### src/rtl/ahb_arb_pkg.sv
// Shared definitions for the AHB-Lite multi-master arbiter.
package ahb_arb_pkg;

    localparam logic [1:0] HTRANS_IDLE   = 2'b00;
    localparam logic [1:0] HTRANS_BUSY   = 2'b01;
    localparam logic [1:0] HTRANS_NONSEQ = 2'b10;
    localparam logic [1:0] HTRANS_SEQ    = 2'b11;

    typedef enum logic [1:0] {
        PARK   = 2'd0,
        BUSY   = 2'd1,
        LOCKED = 2'd2
    } arb_state_e;

endpackage

### src/rtl/ahb_rr_picker.sv
// Circular priority picker: returns the first asserted request at or after
// ptr, as a one-hot vector and as an index. Purely combinational.
module ahb_rr_picker #(
    parameter int N     = 4,
    parameter int IDX_W = $clog2(N)
) (
    input  logic [N-1:0]     req,
    input  logic [IDX_W-1:0] ptr,
    output logic [N-1:0]     grant,
    output logic [IDX_W-1:0] idx
);

    logic found;

    // Scan two laps of the request vector starting at ptr; the first hit wins.
    always_comb begin
        found = 1'b0;
        idx   = '0;
        for (int i = 0; i < 2 * N; i++) begin
            if (!found && i >= int'(ptr) && req[i % N]) begin
                found = 1'b1;
                idx   = IDX_W'(i % N);
            end
        end
        grant = found ? (N'(1) << idx) : '0;
    end

endmodule

### src/rtl/ahb_arbiter.sv
// AHB-Lite arbiter sharing one ahb_node master port between NB_MASTERS masters.
// Tracks the address-phase owner (drives the bus fields) and the data-phase
// owner (drives hwdata, receives hresp). Non-owners that request are stalled.
// Build option: AHB_ARB_FIXED_PRIO_EN selects lowest-index-wins arbitration;
// otherwise arbitration is round-robin.
//
// state  | meaning
// PARK   | owner idle, bus may be handed to another requester
// BUSY   | owner issuing NONSEQ/SEQ/BUSY, grant held
// LOCKED | owner asserting hmastlock, grant held
module ahb_arbiter
    import ahb_arb_pkg::*;
#(
    parameter int NB_MASTERS     = 4,
    parameter int AHB_ADDR_WIDTH = 32,
    parameter int AHB_DATA_WIDTH = 32
) (
    input  logic                                          hclk,
    input  logic                                          hreset,
    input  logic [NB_MASTERS-1:0][AHB_ADDR_WIDTH-1:0]     mst_hadrr_i,
    input  logic [NB_MASTERS-1:0][AHB_DATA_WIDTH-1:0]     mst_hwdata_i,
    input  logic [NB_MASTERS-1:0]                         mst_hwrite_i,
    input  logic [NB_MASTERS-1:0]                         mst_hmastlock_i,
    input  logic [NB_MASTERS-1:0][1:0]                    mst_htrans_i,
    input  logic [NB_MASTERS-1:0][3:0]                    mst_hprot_i,
    input  logic [NB_MASTERS-1:0][2:0]                    mst_hburst_i,
    input  logic [NB_MASTERS-1:0][2:0]                    mst_hsize_i,
    output logic [NB_MASTERS-1:0]                         mst_hready_o,
    output logic [NB_MASTERS-1:0]                         mst_hresp_o,
    output logic [AHB_DATA_WIDTH-1:0]                     mst_hrdata_o,
    output logic [NB_MASTERS-1:0]                         hgrant_o,
    output logic [AHB_ADDR_WIDTH-1:0]                     hadrr_o,
    output logic [AHB_DATA_WIDTH-1:0]                     hwdata_o,
    output logic                                          hwrite_o,
    output logic                                          hmastlock_o,
    output logic [1:0]                                    htrans_o,
    output logic [3:0]                                    hprot_o,
    output logic [2:0]                                    hburst_o,
    output logic [2:0]                                    hsize_o,
    output logic                                          hsel_o,
    output logic                                          hready_o,
    input  logic                                          hready_i,
    input  logic                                          hresp_i,
    input  logic [AHB_DATA_WIDTH-1:0]                     hrdata_i
);

    localparam int IDX_W = $clog2(NB_MASTERS);

    logic [IDX_W-1:0]      addr_owner;
    logic [IDX_W-1:0]      data_owner;
    logic                  data_valid;
    logic [IDX_W-1:0]      rr_ptr;
    arb_state_e            state;
    arb_state_e            next_state;

    logic [NB_MASTERS-1:0] req;
    logic [NB_MASTERS-1:0] pick_grant;
    logic [IDX_W-1:0]      pick_idx;
    logic [IDX_W-1:0]      ptr_next;
    logic [1:0]            owner_htrans;
    logic                  owner_lock;
    logic                  regrant;

    // A master asks for the bus with NONSEQ or SEQ; the owner is idle when
    // a switch is allowed, so it never appears in this vector at that time.
    always_comb begin
        req = '0;
        for (int m = 0; m < NB_MASTERS; m++) begin
            req[m] = mst_htrans_i[m][1];
        end
    end

    assign owner_htrans = mst_htrans_i[addr_owner];
    assign owner_lock   = mst_hmastlock_i[addr_owner];

    // In fixed-priority builds rr_ptr stays at 0, so the picker always
    // favours the lowest index.
    ahb_rr_picker #(
        .N     (NB_MASTERS),
        .IDX_W (IDX_W)
    ) u_picker (
        .req   (req),
        .ptr   (rr_ptr),
        .grant (pick_grant),
        .idx   (pick_idx)
    );

    assign ptr_next = (pick_idx == IDX_W'(NB_MASTERS - 1)) ? '0 : pick_idx + IDX_W'(1);

    // Owner status tracking and the decision to hand the bus over.
    always_comb begin
        next_state = state;
        regrant    = 1'b0;
        case (state)
            PARK: begin
                if (owner_lock) begin
                    next_state = LOCKED;
                end else if (owner_htrans == HTRANS_NONSEQ || owner_htrans == HTRANS_SEQ ||
                             owner_htrans == HTRANS_BUSY) begin
                    next_state = BUSY;
                end else begin
                    regrant = |pick_grant;
                end
            end
            BUSY: begin
                if (owner_lock) begin
                    next_state = LOCKED;
                end else if (owner_htrans == HTRANS_IDLE) begin
                    next_state = PARK;
                    regrant    = |pick_grant;
                end
            end
            LOCKED: begin
                if (!owner_lock) begin
                    if (owner_htrans == HTRANS_IDLE) begin
                        next_state = PARK;
                        regrant    = |pick_grant;
                    end else begin
                        next_state = BUSY;
                    end
                end
            end
            default: next_state = PARK;
        endcase
    end

    // Ownership registers advance only when the slave completes a phase.
    always_ff @(posedge hclk or posedge hreset) begin
        if (hreset) begin
            state      <= PARK;
            addr_owner <= '0;
            data_owner <= '0;
            data_valid <= 1'b0;
            rr_ptr     <= '0;
        end else if (hready_i) begin
            state      <= next_state;
            data_owner <= addr_owner;
            data_valid <= owner_htrans[1];
            if (regrant) begin
                addr_owner <= pick_idx;
`ifndef AHB_ARB_FIXED_PRIO_EN
                rr_ptr     <= ptr_next;
`endif
            end
        end
    end

    assign hgrant_o     = NB_MASTERS'(1) << addr_owner;
    assign hadrr_o      = mst_hadrr_i[addr_owner];
    assign hwrite_o     = mst_hwrite_i[addr_owner];
    assign hmastlock_o  = owner_lock;
    assign htrans_o     = owner_htrans;
    assign hprot_o      = mst_hprot_i[addr_owner];
    assign hburst_o     = mst_hburst_i[addr_owner];
    assign hsize_o      = mst_hsize_i[addr_owner];
    assign hwdata_o     = mst_hwdata_i[data_owner];
    assign hsel_o       = 1'b1;
    assign hready_o     = hready_i;
    assign mst_hrdata_o = hrdata_i;

    // Owner sees the slave's ready; requesting non-owners are held off;
    // a response only reaches the master with an open data phase.
    always_comb begin
        mst_hready_o = '0;
        mst_hresp_o  = '0;
        for (int m = 0; m < NB_MASTERS; m++) begin
            if (addr_owner == IDX_W'(m)) begin
                mst_hready_o[m] = hready_i;
            end else if (mst_htrans_i[m][1]) begin
                mst_hready_o[m] = 1'b0;
            end else begin
                mst_hready_o[m] = 1'b1;
            end
            mst_hresp_o[m] = (data_valid && data_owner == IDX_W'(m)) ? hresp_i : 1'b0;
        end
    end

endmodule

### config.mk
export PLATFORM = sky130hd
export DESIGN_NAME = ahb_arbiter
export DESIGN_NICKNAME = d
export VERILOG_FILES = /design/src/rtl/ahb_arb_pkg.sv /design/src/rtl/ahb_rr_picker.sv /design/src/rtl/ahb_arbiter.sv
export SDC_FILE = /design/constraint.sdc
export NUM_CORES = 1
export LEC_CHECK = 0
export BUFFER_PORTS_ARGS = -buffer_cell sky130_fd_sc_hd__clkbuf_2
export CAP_MARGIN = 25
export CELL_PAD_IN_SITES_DETAIL_PLACEMENT = 1
export CELL_PAD_IN_SITES_GLOBAL_PLACEMENT = 2
export CORE_AREA = 2 2 181 183
export CTS_BUF_LIST = sky130_fd_sc_hd__clkbuf_4
export DETAILED_ROUTE_END_ITERATION = 10
export DIE_AREA = 0 0 183 185
export GPL_ROUTABILITY_DRIVEN = 0
export PLACE_DENSITY = 0.65
export SLEW_MARGIN = 0
export SYNTH_ARGS = -nofsm -noshare
export SYNTH_HDL_FRONTEND = slang
export SYNTH_SLANG_ARGS = --single-unit
### constraint.sdc
create_clock -name hclk -period 5.5 [get_ports hclk]
set_input_delay 1.375 -clock hclk [delete_from_list [all_inputs] [get_ports hclk]]
set_output_delay 1.375 -clock hclk [all_outputs]
set_load 0.03 [all_outputs]
## Word-level counts from Yosys, hierarchy flattened

Cells that the tools add are included.

| word-level totals | value |
|---|---|
| output and inout port bits | 124 |
| input port bits | 348 |
| flip-flop bits (word level) | 9 |
| word-level logic and storage cells | 116 |

| operators by class | value |
|---|---|
| reductions and logical operators | 31 |
| shifts and indexed selects | 2 |
| magnitude comparators | 5 |
| eq/ne operators | 15 |
| mux-type cells | 57 |
| add/subtract/negate cells | 1 |

Operators with widths:

| kind | count |
|---|---|
| $bmux 32 s2 | 2 |
| $mux 32 | 2 |
| $mux 1 | 28 |
| $mux 2 | 13 |
| $eq 2x2->1 const B | 8 |
| $logic_and 1x1->1 | 14 |
| $bmux 3 s2 | 2 |
| $bmux 4 s2 | 1 |
| $eq 2x1->1 const B | 4 |
| $logic_not 2->1 | 4 |
| $mux 4 | 2 |
| $shl 1x2->4 const A | 2 |
| $logic_not 1->1 | 7 |
| $lt 2x3->1 const B | 2 |
| $mux 3 | 2 |
| $ne 3x3->1 const B | 2 |
| $pmux 2 s3 | 1 |
| $bmux 1 s2 | 2 |
| $bmux 2 s2 | 1 |
| $ge 1x2->1 const A | 2 |
| $reduce_and 4->1 | 1 |
| $reduce_or 4->1 | 1 |
| $add 2x1->2 const B | 1 |
| $ge 2x2->1 const A | 1 |
| 5 further kinds | 6 |

## Depth between registers and ports, before layout

| depth | value |
|---|---|
| depth in word-level cells | 33 |
| gate-level depth with buffers | 7 |
| depth with buffers taken out | 7 |

## By module

A second synthesis with hierarchy kept.

| second synthesis, totals | value |
|---|---|
| cells, all modules | 227 |
| area total of the unflattened synthesis | 2905.3 µm² |

Modules (own cells, without submodules):

| module | sequential area each (µm²) | area each (µm²) | times used | cells each |
|---|---|---|---|---|
| ahb_arbiter | 225.2 | 2707.6 | 1 | 196 |
| ahb_rr_picker | 0.0 | 197.7 | 1 | 31 |

## Least setup slack after synthesis

No wires, ideal clock.

| timing path | value |
|---|---|
| kind | input -> output |
| start point | input hresp_i |
| end point | output mst_hresp_o[0] |
| cell stages on the path | 2 |
| path buffers | 0 |
| required time | 4.125 ns |
| data arrival time | 2.082 ns |
| setup slack | 2.043 ns |
| path through | nand2_1 nor3_1 |

| on the way | value |
|---|---|
| word-level cells in the longest chain between the ends | 1 |

Ends and longest elaborated chain:

| what | RTL line | text |
|---|---|---|
| start, declared | ahb_arbiter.sv:43 | `input logic hresp_i,` |
| $mux 1 | ahb_arbiter.sv:174 | `mst_hresp_o[m] = (data_valid && data_owner == IDX_W'(m)) ? hresp_i : 1'b0;` |
| end, declared | ahb_arbiter.sv:29 | `output logic [NB_MASTERS-1:0] mst_hresp_o,` |

No other way between the ends.

## Worst setup path after layout

| timing path | value |
|---|---|
| start point | register data_owner[0] |
| end point | output hwdata_o[21] |

| on the way | value |
|---|---|
| word-level cells in the longest chain between the ends | 2 |

Ends and longest elaborated chain:

| what | RTL line | text |
|---|---|---|
| start, declared | ahb_arbiter.sv:50 | `logic [IDX_W-1:0] data_owner;` |
| start signal, assigned | ahb_arbiter.sv:137 | `data_owner <= addr_owner;` |
| $bmux 32 s2 | ahb_arbiter.sv:156 | `assign hwdata_o = mst_hwdata_i[data_owner];` |
| $mux 32 (not written as such) | ahb_arbiter.sv:156 |  |
| end, declared | ahb_arbiter.sv:33 | `output logic [AHB_DATA_WIDTH-1:0] hwdata_o,` |

No other way between the ends. The select of a mux whose other input is x is not followed.

==> impl_metrics.py <==
metrics = {
    "yosys": {
        "yosysTopAreaCell": "mux4_2",
        "ys_ff_latch": 9,
        "netlist_instances": 207,
        "synth_area_um2": 2760,
        "synth_seq_area_share_pct": 8.15,
        "syn_avg_cell_area_um2": 13.4,
        "synth.area.top_cells": "mux4_2 (64%), buf_4 (9.2%), dfrtp_1 (8.1%), ha_1 (2.3%), mux2_2 (2.0%)",
        "yosys.area.top_type_share_pct": 63.6,
        "ys.warnings.count": 0,
        "ys_types": 28,
        "synthesis.nets": 560,
    },
    "routing": {
        "drt_iter0_drc": 63,
        "drc": 0,
        "dr.pass1.iters": 4,
        "final_antenna_net_count": 0,
        "totalWireLength_mm": 18.3,
        "dr_total_vias": 3571,
        "avgRoutedWirePerCell_um": 18.8,
        "vias_per_cell": 3.66,
    },
    "timing": {
        "clock_skew_ns": 0.00689,
        "max_freq_ghz": 0.269,
        "rsz0062_at_grt": "false",
        "setup_violations": 0,
        "fin_setup_tns_ns": 0,
        "worst_pin_slew_ns": 0.842,
        "hold_viol": 0,
        "setup_ws_ns": 1.78,
        "min_period_ns": 3.72,
        "slew_headroom_pct": 43.9,
        "post-route-period-util_pct": 67.7,
        "drv_slew": 0,
    },
    "power_and_ir_drop": {
        "p_per_area_nw_per_um2": 475,
        "ir_worst_vdd_uv": 159,
        "power_leakage_nw": 2.52,
    },
    "cells_and_area": {
        "area_delta_synth_final_pct": 82.4,
        "drive_above_1_share_pct": 88.5,
        "fin_util_pct": 15.7,
        "nets": 920,
    },
    "setup_path": {
        "rrSetupSlack_ns": 3.00,
        "startpoint_type": "register",
        "reg2reg_from": "addr_owner[0]$_DFFE_PP0P_",
        "crit-reg2reg-capture": "state[0]$_DFFE_PP0P_",
        "critPathArrivalTime_ns": 2.35,
        "reg2reg_depth": 5,
        "worstSetupPathType": "register to output port",
        "endpoint_kind": "output port",
        "critPathMaxFanout": 26,
        "cp_data_required_time_ns": 4.12,
    },
    "cts": {
        "postCtsHoldBufs": 0,
        "clockBufferDepth": 2,
        "cts_root_buf": "clkbuf_4",
        "numCtsBuffers": 3,
        "clk_pin_slew_ns": 0.07,
        "insertion_delay_ns": 0.27,
        "tritoncts": "done",
        "htree_levels": 1,
        "cts.sinks": 9,
        "post-cts-setup-buffers": 0,
        "ctsResizeCount": 0,
    },
    "grt": {
        "antenna_found_initial": 6,
        "grt_max_degree": 53,
        "grt_pass1_vias": 3946,
        "grt-ovfl-total": 0,
        "grt_pass1_wl_mm": 24.6,
        "grtUsageTotal_pct": 10.2,
    },
    "floorplan": {
        "fp.coreArea_um2": 32000,
        "die_h_um": 185,
        "start_util_pct": 8.63,
        "die_area_um2": 33900,
        "die_w_um": 183,
        "ioPinCount": 472,
        "num_rows": 66,
    },
    "place": {
        "portBuffers": 406,
        "place_ws_ns": 1.81,
        "dp_hpwl_mm": 17.1,
    },
    "run": {
        "cap_violations": 0,
    },
    "hold_path": {
        "hold_class": "register to register",
        "whs_path_depth": 1,
        "min-delay-start": "state[0]$_DFFE_PP0P_",
        "holdPathEnd": "state[0]$_DFFE_PP0P_",
    },
    "run_status": {
        "status": "finished, final reports clean",
    },
}
## cell families (layout without fill, tap and decap cells)
logic type	Yosys count	after routing	synth area share [%]
other	1	2	0.136
buffers and inverters	63	422	13.7
multiplexers	89	89	67.8
adder cells (fa/ha/maj)	5	5	2.26
AND/OR/NAND/NOR	27	27	4.93
flip-flops	9	9	8.15
AO/OA/AOI/OAI	13	13	3.03
## placed cells by master, fill, tap and decap left out, drive strengths merged
| master | instances |
|---|---|
| clkbuf | 409 |
| mux4 | 78 |
| inv | 9 |
| dfrtp | 9 |
| nor2 | 8 |
| a21oi | 6 |
| mux2 | 6 |
| mux2i | 5 |
| ha | 5 |
| nand2b | 4 |
| nand2 | 4 |
| nor3 | 4 |
| o21ai | 3 |
| buf | 3 |
| nor4 | 2 |
| nor2b | 2 |
| diode | 1 |
| o2bb2a | 1 |
| and3 | 1 |
| o31ai | 1 |
| or4b | 1 |
| o211ai | 1 |
| nand3 | 1 |
| a22o | 1 |
| conb | 1 |
| clkinv | 1 |
## cells in the mapped netlist
cell	instances
clkbuf_1	13
buf_2	5
o31ai_1	1
buf_1	1
o2bb2a_1	1
or4b_1	1
mux4_2	78
a21oi_1	6
inv_1	9
and3_1	1
mux2_1	1
mux2_2	5
ha_1	5
nand3_1	1
a22o_1	1
nor3_1	4
nand2b_1	4
o211ai_2	1
nor4_1	2
nor2b_1	2
dfrtp_1	9
nand2_1	4
conb_1	1
buf_6	1
nor2_1	8
o21ai_0	3
buf_4	34
mux2i_1	5
## routing by layer
metal / wire length (um) / share of wire [%] / GRT usage, % / vias to the layer above
met5: 0 / 0 / 0 / -
met4: 839 / 4.6 / 4.22 / 0
met3: 1940 / 11 / 3.40 / 30
met2: 10200 / 55 / 20.9 / 276
met1: 5400 / 29 / 8.81 / 1710
li1: - / - / - / 1555
## worst max-delay path by stage
stage	startpoint	end	slack (ns)	depth (start not counted)
after floorplan	hresp_i	mst_hresp_o[0]	2.04	2
after global placement	mst_htrans_i[7]	htrans_o[1]	1.81	3
after detailed placement	mst_htrans_i[7]	htrans_o[1]	1.81	3
after CTS	data_owner[0]$_DFFE_PP0P_	hwdata_o[21]	1.65	3
after global routing	data_owner[0]$_DFFE_PP0P_	hwdata_o[21]	1.58	3
final	data_owner[0]$_DFFE_PP0P_	hwdata_o[21]	1.78	3
## per-stage QoR
step | total power [mW] | hold WS, ns | std cells | instance area (um^2)
floorplan | 1.77 | 0.504 | 207 | 2760
global placement | 2.38 | 0.565 | 969 | 4980
detailed placement | 2.39 | 0.570 | 969 | 4980
CTS | 2.45 | 0.585 | 973 | 5010
global route | 2.57 | 0.628 | 975 | 5040
finish | 2.39 | 0.580 | 975 | 5040
## state kept, by name (all words and copies together), names as in the netlist
| name | flops |
|---|---|
| data_owner | 2 |
| data_valid | 1 |
| state | 2 |
| rr_ptr | 2 |
| addr_owner | 2 |
## report_power, final
part           internal [mW]  total [mW]  switching, mW
clock                 0.0269      0.0530         0.0261
sequential            0.0994       0.263          0.164
combinational          0.860        2.08           1.22
total                  0.986        2.39           1.41
## area by class of cell
type	count	area (um^2)
antenna	1	2.50
clock buffer	3	22.5
clock inverter	1	5.00
fill	3842	27000
inverter	9	33.8
multi-input combinational	135	2160
sequential	9	233
tap	408	510
timing repair buffer	409	2070
## critical path, cell delays in order (launching register included)
cell and delay [ns]:
dfrtp_2 0.90, buf_4 0.38, mux4_2 0.55, clkbuf_2 0.21
Power figures use the tool's default switching activity.
